`config.mk`:
```
export PLATFORM = sky130hd
export DESIGN_NAME = sweep_peak_detector
export DESIGN_NICKNAME = d
export VERILOG_FILES = /design/src/rtl/sweep_peak_detector.sv
export SDC_FILE = /design/constraint.sdc
export NUM_CORES = 1
export LEC_CHECK = 0
export BUFFER_PORTS_ARGS = -buffer_cell sky130_fd_sc_hd__buf_4
export CAP_MARGIN = 20
export CORE_MARGIN = 5
export CORE_UTILIZATION = 50
export CTS_BUF_LIST = sky130_fd_sc_hd__clkbuf_8
export DETAILED_ROUTE_END_ITERATION = 8
export PLACE_DENSITY = 0.7
export SLEW_MARGIN = 20
export SYNTH_ARGS = -nofsm -noshare
export SYNTH_HDL_FRONTEND = slang
export SYNTH_SLANG_ARGS = --single-unit
```
`constraint.sdc`:
```
create_clock -name clk -period 3.8 [get_ports clk]
set_input_delay 0.95 -clock clk [delete_from_list [all_inputs] [get_ports clk]]
set_output_delay 0.95 -clock clk [all_outputs]
set_load 0.03 [all_outputs]
```
`src/rtl/sweep_peak_detector.sv`:
```
// sweep_peak_detector: per-sweep peak value, peak address and energy
// over a 0..LAST_ADDR address stream with RD_LAT cycles of sample latency.
module sweep_peak_detector #(
    parameter int              DW        = 12,
    parameter int              AW        = 10,
    parameter int              LAST_ADDR = 600,
    parameter int              RD_LAT    = 1,
    parameter logic [DW-1:0]   THRESH    = 12'd2048
) (
    input  logic             clk,
    input  logic             rst_n,
    input  logic [AW-1:0]    address,
    input  logic [DW-1:0]    sample,
    output logic [DW-1:0]    peak_val,
    output logic [AW-1:0]    peak_addr,
    output logic [DW+9:0]    energy,
    output logic             result_valid,
    output logic             detect,
    output logic             sweep_err,
    output logic [7:0]       sweep_cnt
);
    localparam int EW = DW + 10;
    localparam logic [0:0] SYNC  = 1'b0;
    localparam logic [0:0] ACCUM = 1'b1;
    localparam logic [AW-1:0] LAST = AW'(LAST_ADDR);

    logic [AW-1:0]     addr_pipe [RD_LAT];
    logic [RD_LAT-1:0] vld_pipe;
    logic [AW-1:0]     addr_d;
    logic              addr_vld;

    logic [0:0]        state;
    logic [AW-1:0]     prev_addr;
    logic [DW-1:0]     max_val;
    logic [AW-1:0]     max_addr;
    logic [EW-1:0]     sum;

    logic [AW:0]       prev_inc;
    logic              is_first;
    logic              is_next;
    logic              is_wrap;
    logic              is_last;
    logic              bigger;
    logic [DW-1:0]     nxt_max;
    logic [AW-1:0]     nxt_maddr;
    logic [EW-1:0]     nxt_sum;

    // Delay the address (and its validity) to line up with the returned sample
    always_ff @(posedge clk or negedge rst_n) begin
        if (!rst_n) begin
            for (int i = 0; i < RD_LAT; i++) addr_pipe[i] <= '0;
            vld_pipe <= '0;
        end else begin
            addr_pipe[0] <= address;
            vld_pipe[0]  <= 1'b1;
            for (int i = 1; i < RD_LAT; i++) begin
                addr_pipe[i] <= addr_pipe[i-1];
                vld_pipe[i]  <= vld_pipe[i-1];
            end
        end
    end

    assign addr_d   = addr_pipe[RD_LAT-1];
    assign addr_vld = vld_pipe[RD_LAT-1];

    // Classify the aligned address and form the running max/sum update
    always_comb begin
        prev_inc  = {1'b0, prev_addr} + (AW+1)'(1);
        is_first  = addr_vld && (addr_d == '0);
        is_next   = (prev_addr != LAST) && ({1'b0, addr_d} == prev_inc);
        is_wrap   = (addr_d == '0) && (prev_addr == LAST);
        is_last   = (addr_d == LAST);
        bigger    = sample > max_val;
        nxt_max   = bigger ? sample : max_val;
        nxt_maddr = bigger ? addr_d : max_addr;
        nxt_sum   = sum + EW'(sample);
    end

    // Sweep FSM: sync on address 0, accumulate, report at the last address
    always_ff @(posedge clk or negedge rst_n) begin
        if (!rst_n) begin
            state        <= SYNC;
            prev_addr    <= '0;
            max_val      <= '0;
            max_addr     <= '0;
            sum          <= '0;
            peak_val     <= '0;
            peak_addr    <= '0;
            energy       <= '0;
            detect       <= 1'b0;
            result_valid <= 1'b0;
            sweep_err    <= 1'b0;
            sweep_cnt    <= '0;
        end else begin
            result_valid <= 1'b0;
            prev_addr    <= addr_d;
            if (state == SYNC) begin
                if (is_first) begin
                    max_val  <= sample;
                    max_addr <= '0;
                    sum      <= EW'(sample);
                    state    <= ACCUM;
                end
            end else begin
                if (is_next) begin
                    max_val  <= nxt_max;
                    max_addr <= nxt_maddr;
                    sum      <= nxt_sum;
                    if (is_last) begin
                        peak_val     <= nxt_max;
                        peak_addr    <= nxt_maddr;
                        energy       <= nxt_sum;
                        detect       <= nxt_max >= THRESH;
                        result_valid <= 1'b1;
                        sweep_cnt    <= sweep_cnt + 8'd1;
                    end
                end else if (is_wrap) begin
                    max_val  <= sample;
                    max_addr <= '0;
                    sum      <= EW'(sample);
                end else begin
                    sweep_err <= 1'b1;
                    state     <= SYNC;
                end
            end
        end
    end
endmodule
```
==> key figures, run 1 <==
Placement
  • Pre-CTS WS: roughly 0.016 ns
  • Gpl congestion: approximately 0.86
  • IO buf count: 78
  • Final HPWL DP: between 10000 and 15000 um

Power and ir drop
  • Sequential Power Share: 46.3%
  • Power per cell area: just under 400 nW/um^2
  • Clock share of power: around 46%
  • Switch Pwr: 0.681 mW
  • Worst vdd ir: 0.000276 V
  • Pleak: roughly 3.5 nW
  • Internal power: between 2 and 2.5 mW
  • Switching part of the total power: a little under a quarter
  • Logic pwr share: about 8%

STA
  • Worst slew margin: 41.3%
  • Max-slew violations: 0
  • Final hold vios: 0
  • Period utilization: 87.7%
  • Post-layout minimum cycle time: ~3.3 ns
  • Final setup violation count: 0
  • Fin worst setup slack: 0.466 ns
  • Slew at the pin closest to its max-slew limit: 0.858 ns
  • Setup TNS: 0 ns
  • Worst clock skew: between 0.01 and 0.015 ns
  • RSZ-0062 raised after global routing: false
  • Max Clk Rate: roughly 300 MHz

Route
  • Final ANT Viol Nets: 0
  • DR pass1 iterations: 4
  • Via-per-instance ratio: roughly 5.5
  • WL per Instance: around 16 um
  • Via count: about 4800
  • Initial DRC Count: 370
  • Remaining DRCs: 0
  • Routed WL: 14300 um

Die
  • Placeable Area: roughly 12000 um^2
  • IO Pins: between 70 and 80
  • Die Width: roughly 120 um
  • Initial core utilization: approximately half
  • # rows: 40
  • Die area: 14800 um^2
  • Die Height: about 120 um

Setup path
  • Critical path peak fanout: 23
  • Top cell by count, worst path: buf_4
  • Setup crit start kind: primary input
  • Crit path kind: in -> reg
  • Critical path cell sequence: buf_4, ha_1, a21oi_1, o21ai_0, a2111oi_0, a21oi_4, buf_4, nor4b_2, buf_4, nand2_1, o21ai_0
  • Worst R2R Start: prev_addr[0]$_DFF_PN0_
  • Crit-path leading delay family: compound AO/OA/AOI/OAI gates
  • CP bufs+invs: 3
  • CP max stage cell: a2111oi_0
  • Max incr delay on CP: approximately 0.77 ns
  • Critical Path Sink Type: register
  • Critical path required time: 4.12 ns
  • Critical path launch point: sample[11]
  • CP arrival: around 3.7 ns

Yosys
  • Synth Flop Type: dfrtp_1
  • Synth Cell Area: 6250 um^2
  • Synth top area share: 48.5%
  • Syn Nets: around 670
  • Yosys cell types: 63
  • Sequential cell area fraction in the yosys report: about 48%
  • FF+latch count, synth: around 120
  • Async S/R FF share, synth: 100%
  • Synth Area per Inst: 10.1 um^2
  • EDFF count, synth: 0
  • Cell count after synthesis: slightly above 600
  • Cell taking the most area after synthesis: dfrtp_1
  • Area contributors post-synth: dfrtp_1 (48%), ha_1 (5.4%), nand2_1 (4.7%)
  • Syn. warnings: 0

Cells and area
  • Ant. Diodes: 0
  • Commonest non-fill, non-tap cells in the layout: dfrtp_1 (121), buf_4 (89), nand2_1 (78)
  • Final nets: 752
  • Share of cells above drive strength 1: a little over a fifth
  • Most common cell after layout, fill and taps aside: dfrtp_1
  • Layout area overhead: 19.7%

GRT
  • Total routing usage reported by global routing: between 20% and 30%
  • GRT overflow: 0
  • Largest net degree at the start of global routing: 53
  • Number of global-route vias before repair: between 4000 and 5000
  • Initial antenna violation count: 0
  • First-pass GRT wire length: about 24000 um

Clocking
  • CTS tree: built
  • CTS root buffer: clkbuf_8
  • Setup bufs post-CTS: 0
  • Post-CTS Hold Fix Bufs: 0
  • Cts bufs inserted: 17
  • Clk sink count: between 100 and 150
  • Resized cells post-CTS: 0
  • H-Tree Depth: 4
  • Worst-skew pair later-pin latency: between 0.4 and 0.5 ns
  • Clk buf depth: 2
  • CTS clk-pin slew, worst paths: ~0.07 ns

Flow run
  • Max-Cap Viols: 0

Hold path
  • Hold/Removal Path Class: reg -> reg
  • Hold path start: sweep_cnt[7]$_DFFE_PN0P_

Run status
  • Status: complete, no violations
==> worst register-to-register path, cell delays in order, from the launching register on <==
cell and delay, ns:
dfrtp_1 0.45, ha_1 0.30, and4_1 0.26, a311oi_1 0.37, nor2_1 0.20, or3_2 0.71
buf_4 0.34, nor4_2 0.31, xor2_1 0.18
==> sequential cells by signal, summed over array words and instances, names as in the netlist <==
register and cells:
prev_addr 10, sweep_err 1, peak_val 12, detect 1, result_valid 1, energy 22, max_val 12, addr_d 10
peak_addr 10, addr_vld 1, sum 22, sweep_cnt 8, state 1, max_addr 10
==> layer usage <==
layer  wire (um)  GRT usage, %
met5           0             0
met4         272          7.35
met3         628          5.76
met2        7270          35.8
met1        6160          24.8
==> cell usage after synthesis (11+ instances only) <==
cell      count
a211oi_1     11
inv_1        25
nand3_1      18
nor2_1       28
ha_1         27
xor2_1       17
o21ai_0      55
mux2i_1      15
clkbuf_1     14
dfrtp_1     121
nand4_1      12
nand2_1      78
a21oi_1      43
a21o_1       13
xnor2_1      14
==> worst paths after layout <==
check | endpoint | slack, ns | cells after the start
max in group asynchronous | sum[8]$_DFFE_PN0P_ | 2.40 | 2
worst max-delay path | max_addr[0]$_DFFE_PN0P_ | 0.47 | 11
worst min-delay path | sweep_cnt[7]$_DFFE_PN0P_ | 0.48 | 1
worst min register to register | sweep_cnt[7]$_DFFE_PN0P_ | 0.48 | 1
min in group asynchronous | peak_val[4]$_DFFE_PN0P_ | 0.55 | 1
worst max register to register | sweep_cnt[6]$_DFFE_PN0P_ | 0.62 | 8
==> cell type report <==
class,instances,area (um^2)
repair buffers,89,668
flip-flops and latches,121,3030
well taps,168,210
fillers,1048,4630
clock buffers,19,262
inverters,25,93.8
multi-input cells,446,3020
clock inverters,13,201
==> power groups by stage <==
stage | registers (mW) | clock network [mW] | logic (mW)
after CTS | 1.34 | 1.35 | 0.232
after floorplan | 1.35 | 0 | 0.135
after global routing | 1.34 | 1.41 | 0.255
final | 1.34 | 1.32 | 0.228
after global placement | 1.36 | 0 | 0.224
after detailed placement | 1.36 | 0 | 0.230
==> per-stage QoR <==
stage / cell area [um^2] / total power [mW] / util (%) / instances / hold slack, ns
2_1_floorplan: 6250 / 1.49 / - / 620 / 0.352
3_3_place_gp: 7020 / 1.59 / 57.9 / 849 / 0.465
3_5_place_dp: 7020 / 1.59 / 57.9 / 849 / 0.463
4_1_cts: 7480 / 2.92 / 61.7 / 881 / 0.484
5_1_grt: 7480 / 3.01 / 61.7 / 881 / 0.490
6_report: 7480 / 2.89 / 61.7 / 881 / 0.476
==> kinds of logic (layout without fill, tap and decap cells) <==
logic type,count (synthesis),in the layout,synth area share [%]
XOR/XNOR,31,31,4.35
buffers and inverters,53,146,3.66
AND/OR/NAND/NOR,195,195,16.3
AO/OA/AOI/OAI,158,158,15.3
multiplexers,33,33,6.19
flip-flops,121,121,48.5
adder cells (fa/ha/maj),28,28,5.73
other,1,1,0.0600
No activity file was read; power rests on OpenSTA's default activity.
==> run 2: changes to the inputs <==
--- a/config.mk
+++ b/config.mk
@@ -5,11 +5,13 @@
 export SDC_FILE = /design/constraint.sdc
 export NUM_CORES = 1
 export LEC_CHECK = 0
+export ABC_AREA = 1
 export BUFFER_PORTS_ARGS = -buffer_cell sky130_fd_sc_hd__buf_4
 export CAP_MARGIN = 20
 export CORE_MARGIN = 5
 export CORE_UTILIZATION = 50
 export CTS_BUF_LIST = sky130_fd_sc_hd__clkbuf_8
+export CTS_CLUSTER_DIAMETER = 200
 export DETAILED_ROUTE_END_ITERATION = 8
 export PLACE_DENSITY = 0.7
 export SLEW_MARGIN = 20
==> run 2 against run 1 <==
  * Sequential power is 25% higher
  * Maximum frequency up 27%
  * Die area is 9.5% higher
  * Final cell count increased by 40%
==> key figures, run 2 <==
Flow run
  • Max-Cap Viols: 0 (unchanged)

STA
  • Post-layout minimum cycle time: 2.63 ns (-0.704 ns)
  • Worst clock skew: 0.0127 ns (+0.000171 ns)
  • Worst slew margin: 47.2% (+5.9 points)
  • Setup TNS: 0 ns (unchanged)
  • Max Clk Rate: 380 MHz (+27%)
  • Final setup violation count: 0 (unchanged)
  • Slew at the pin closest to its max-slew limit: 0.792 ns (-0.0664 ns)
  • Final hold vios: 0 (unchanged)
  • RSZ-0062 raised after global routing: false
  • Max-slew violations: 0 (unchanged)
  • Period utilization: 69.2% (-19 points)

Power and ir drop
  • Pleak: 4.33 nW (+22%)
  • Worst vdd ir: 0.000290 V (+5.0%)
  • Power per cell area: 542 nW/um^2 (+40%)

Yosys
  • Largest family of logic cells by synthesized area: simple AND/OR/NAND/NOR gates
  • Syn Nets: 1011 (+50%)
  • Mux cell area share after synthesis: 0% (-6.2 points)
  • Cell count after synthesis: 959 (+55%)
  • Synth top area share: 43.9% (-4.6 points)
  • Sequential cell area fraction in the yosys report: 43.9% (-4.6 points)
  • Async S/R FF share, synth: 100% (unchanged)
  • Yosys cell types: 35 (-44%)
  • Synth Area per Inst: 7.19 um^2 (-29%)
  • Synth Cell Area: 6900 um^2 (+10%)
  • Complex-gate fraction of the synthesized area: 3.08% (-12 points)
  • Most frequent cell after synthesis: nand2_1
  • Adder-Cell Fraction of Synth Area: 5.19% (-0.54 points)
  • Cell taking the most area after synthesis: dfrtp_1
  • EDFF count, synth: 0 (unchanged)
  • Area contributors post-synth: dfrtp_1 (44%), nand2_1 (26%), nand3_1 (6.2%)
  • Synth Area in XOR/XNOR: 3.17% (-1.2 points)
  • Commonest cells in the netlist: nand2_1 (482), dfrtp_1 (121), nand3_1 (86)
  • Simple-Gate Fraction of Synth Area: 38.2% (+22 points)
  • Syn. warnings: 0 (unchanged)
  • Synth Flop Type: dfrtp_1
  • FF+latch count, synth: 121 (unchanged)

Die
  • Die area: 16200 um^2 (+9.5%)
  • Initial core utilization: 50.3% (-1.3 points)
  • IO Pins: 79 (unchanged)
  • Placeable Area: 13700 um^2 (+13%)
  • Die Width: 127 um (+4.7%)
  • # rows: 43 (+7.5%)
  • Die Height: 127 um (+4.7%)

Route
  • Via count: 6261 (+30%)
  • WL per Instance: 14.0 um (-14%)
  • Routed WL: 17300 um (+21%)
  • DR pass1 iterations: 6 (+2)
  • Via-per-instance ratio: 5.08 (-6.8%)
  • Remaining DRCs: 0 (unchanged)
  • Final ANT Viol Nets: 0 (unchanged)
  • Initial DRC Count: 510 (+38%)

Setup path
  • Top cell by count, worst path: nand2_1
  • CP bufs+invs: 3 (unchanged)
  • Critical Path Sink Type: register
  • Setup crit start kind: register
  • Max incr delay on CP: 0.48 ns (-0.29 ns)
  • Critical path peak fanout: 35 (+52%)
  • CP arrival: 3.03 ns (-0.62 ns)
  • Crit path kind: reg -> reg
  • Critical path required time: 4.20 ns (+0.08 ns)
  • Critical path cell sequence: inv_1, ha_1, inv_1, nand2_1, nand2_1, nor2_1, nand3_1, nor2_1, nand3_1, nor2_4, nand3_2, inv_2, nand2_1, nand2_1
  • CP max stage cell: inv_2
  • Crit-path leading delay family: simple AND/OR/NAND/NOR gates

Clocking
  • H-Tree Depth: 4 (unchanged)
  • Clk sink count: 121 (unchanged)
  • Resized cells post-CTS: 0 (unchanged)
  • CTS clk-pin slew, worst paths: 0.08 ns (about the same)
  • Setup bufs post-CTS: 0 (unchanged)
  • Worst-skew pair later-pin latency: 0.46 ns (+0.02 ns)
  • CTS tree: built
  • Post-CTS Hold Fix Bufs: 0 (unchanged)
  • Cts bufs inserted: 17 (unchanged)
  • CTS root buffer: clkbuf_8
  • Clk buf depth: 2 (unchanged)

Cells and area
  • Commonest non-fill, non-tap cells in the layout: nand2_1 (482), dfrtp_1 (121), buf_4 (89)
  • Biggest regs: energy x22, sum x22
  • Most common cell after layout, fill and taps aside: nand2_1
  • Share of cells above drive strength 1: 13.3% (-8.2 points)
  • Final nets: 1091 (+45%)
  • Ant. Diodes: 0 (unchanged)
  • Filler Cell Count: 1350 (+29%)
  • Layout area overhead: 16.7%
  • Util after Layout: 58.7% (-3.1 points)

GRT
  • Number of global-route vias before repair: 6159 (+25%)
  • GRT overflow: 0 (unchanged)
  • Largest net degree at the start of global routing: 62 (+17%)
  • Initial antenna violation count: 0 (unchanged)
  • Total routing usage reported by global routing: 22.8% (+2.1 points)
  • First-pass GRT wire length: 29600 um (+23%)

Placement
  • Final HPWL DP: 12400 um (+19%)
  • Gpl congestion: 0.897 (+4.4%)
  • IO buf count: 78 (unchanged)

Run status
  • Status: complete, no violations

Hold path
  • Hold/Removal Path Class: reg -> reg
[run 2: cell count changes in the layout (fill, tap and decap cells not counted), moves of 9 or more]
cell	change
inv_1	+41
nor2_1	+15
nand3_1	+68
a21o_1	-12
a21oi_1	-31
mux2_4	-9
a211oi_1	-11
nand2_1	+404
mux2i_1	-15
o21ai_0	-35
[run 2: stage by stage]
| stage | hold WS (ns) | worst slack [ns] | power [mW] | std cells | instance area (um^2) |
|---|---|---|---|---|---|
| after floorplan | 0.374 | 1.30 | 2.76 | 959 | 6900 |
| after global placement | 0.384 | 1.02 | 3.16 | 1200 | 7640 |
| after detailed placement | 0.389 | 0.965 | 3.19 | 1200 | 7640 |
| after CTS | 0.407 | 1.15 | 4.39 | 1232 | 8050 |
| after global routing | 0.415 | 0.851 | 4.71 | 1232 | 8050 |
| final | 0.404 | 1.17 | 4.36 | 1232 | 8050 |
[run 2: per-layer routing]
layer	global-route usage, %	routed length, um
met1	30.2	7830
met2	36.3	8130
met3	5.73	982
met4	8.52	357
met5	0	0
[run 2: area by class of cell]
cell class                      instances  area, um^2  area share [%]
Tap cell                              180         225            2.80
Inverter                               71         267            3.31
Clock inverter                         13         143            1.77
Clock buffer                           19         262            3.25
Sequential cell                       121        3030            37.6
Timing Repair Buffer                   90         688            8.55
Multi-Input combinational cell        738        3440            42.7
[run 2: cell families (layout without fill, tap and decap cells)]
family          after synthesis  after routing
simple gates                645            645
flops                       121            121
buf+inv                     100            193
compound gates               39             39
fa+ha+maj                    28             28
xor+xnor                     25             25
other cells                   1              1
[run 2: worst reg2reg max path, delay by kind of cell, from the launching register on]
family,cells,cell delay (ns)
adder cells (fa/ha/maj),1,0.30
buffers and inverters,3,0.62
flip-flops,1,0.42
AND/OR/NAND/NOR,10,1.23
[run 2: report_power, final]
group	switching, mW	total (mW)	internal (mW)	leakage [nW]
logic	0.980	1.50	0.518	2.85
registers	0.182	1.68	1.50	1.27
clock network	0.558	1.18	0.621	0.203
[run 2: worst paths after layout]
check	start	to	slack, ns	depth (start not counted)
hold reg to reg	addr_d[1]$_DFF_PN0_	prev_addr[1]$_DFF_PN0_	0.40	0
setup / recovery	prev_addr[0]$_DFF_PN0_	peak_val[7]$_DFFE_PN0P_	1.17	14
hold / removal	addr_d[1]$_DFF_PN0_	prev_addr[1]$_DFF_PN0_	0.40	0
max in group asynchronous	rst_n	sum[14]$_DFFE_PN0P_	2.38	2
min in group asynchronous	rst_n	peak_val[4]$_DFFE_PN0P_	0.57	1
setup reg to reg	prev_addr[0]$_DFF_PN0_	peak_val[7]$_DFFE_PN0P_	1.17	14
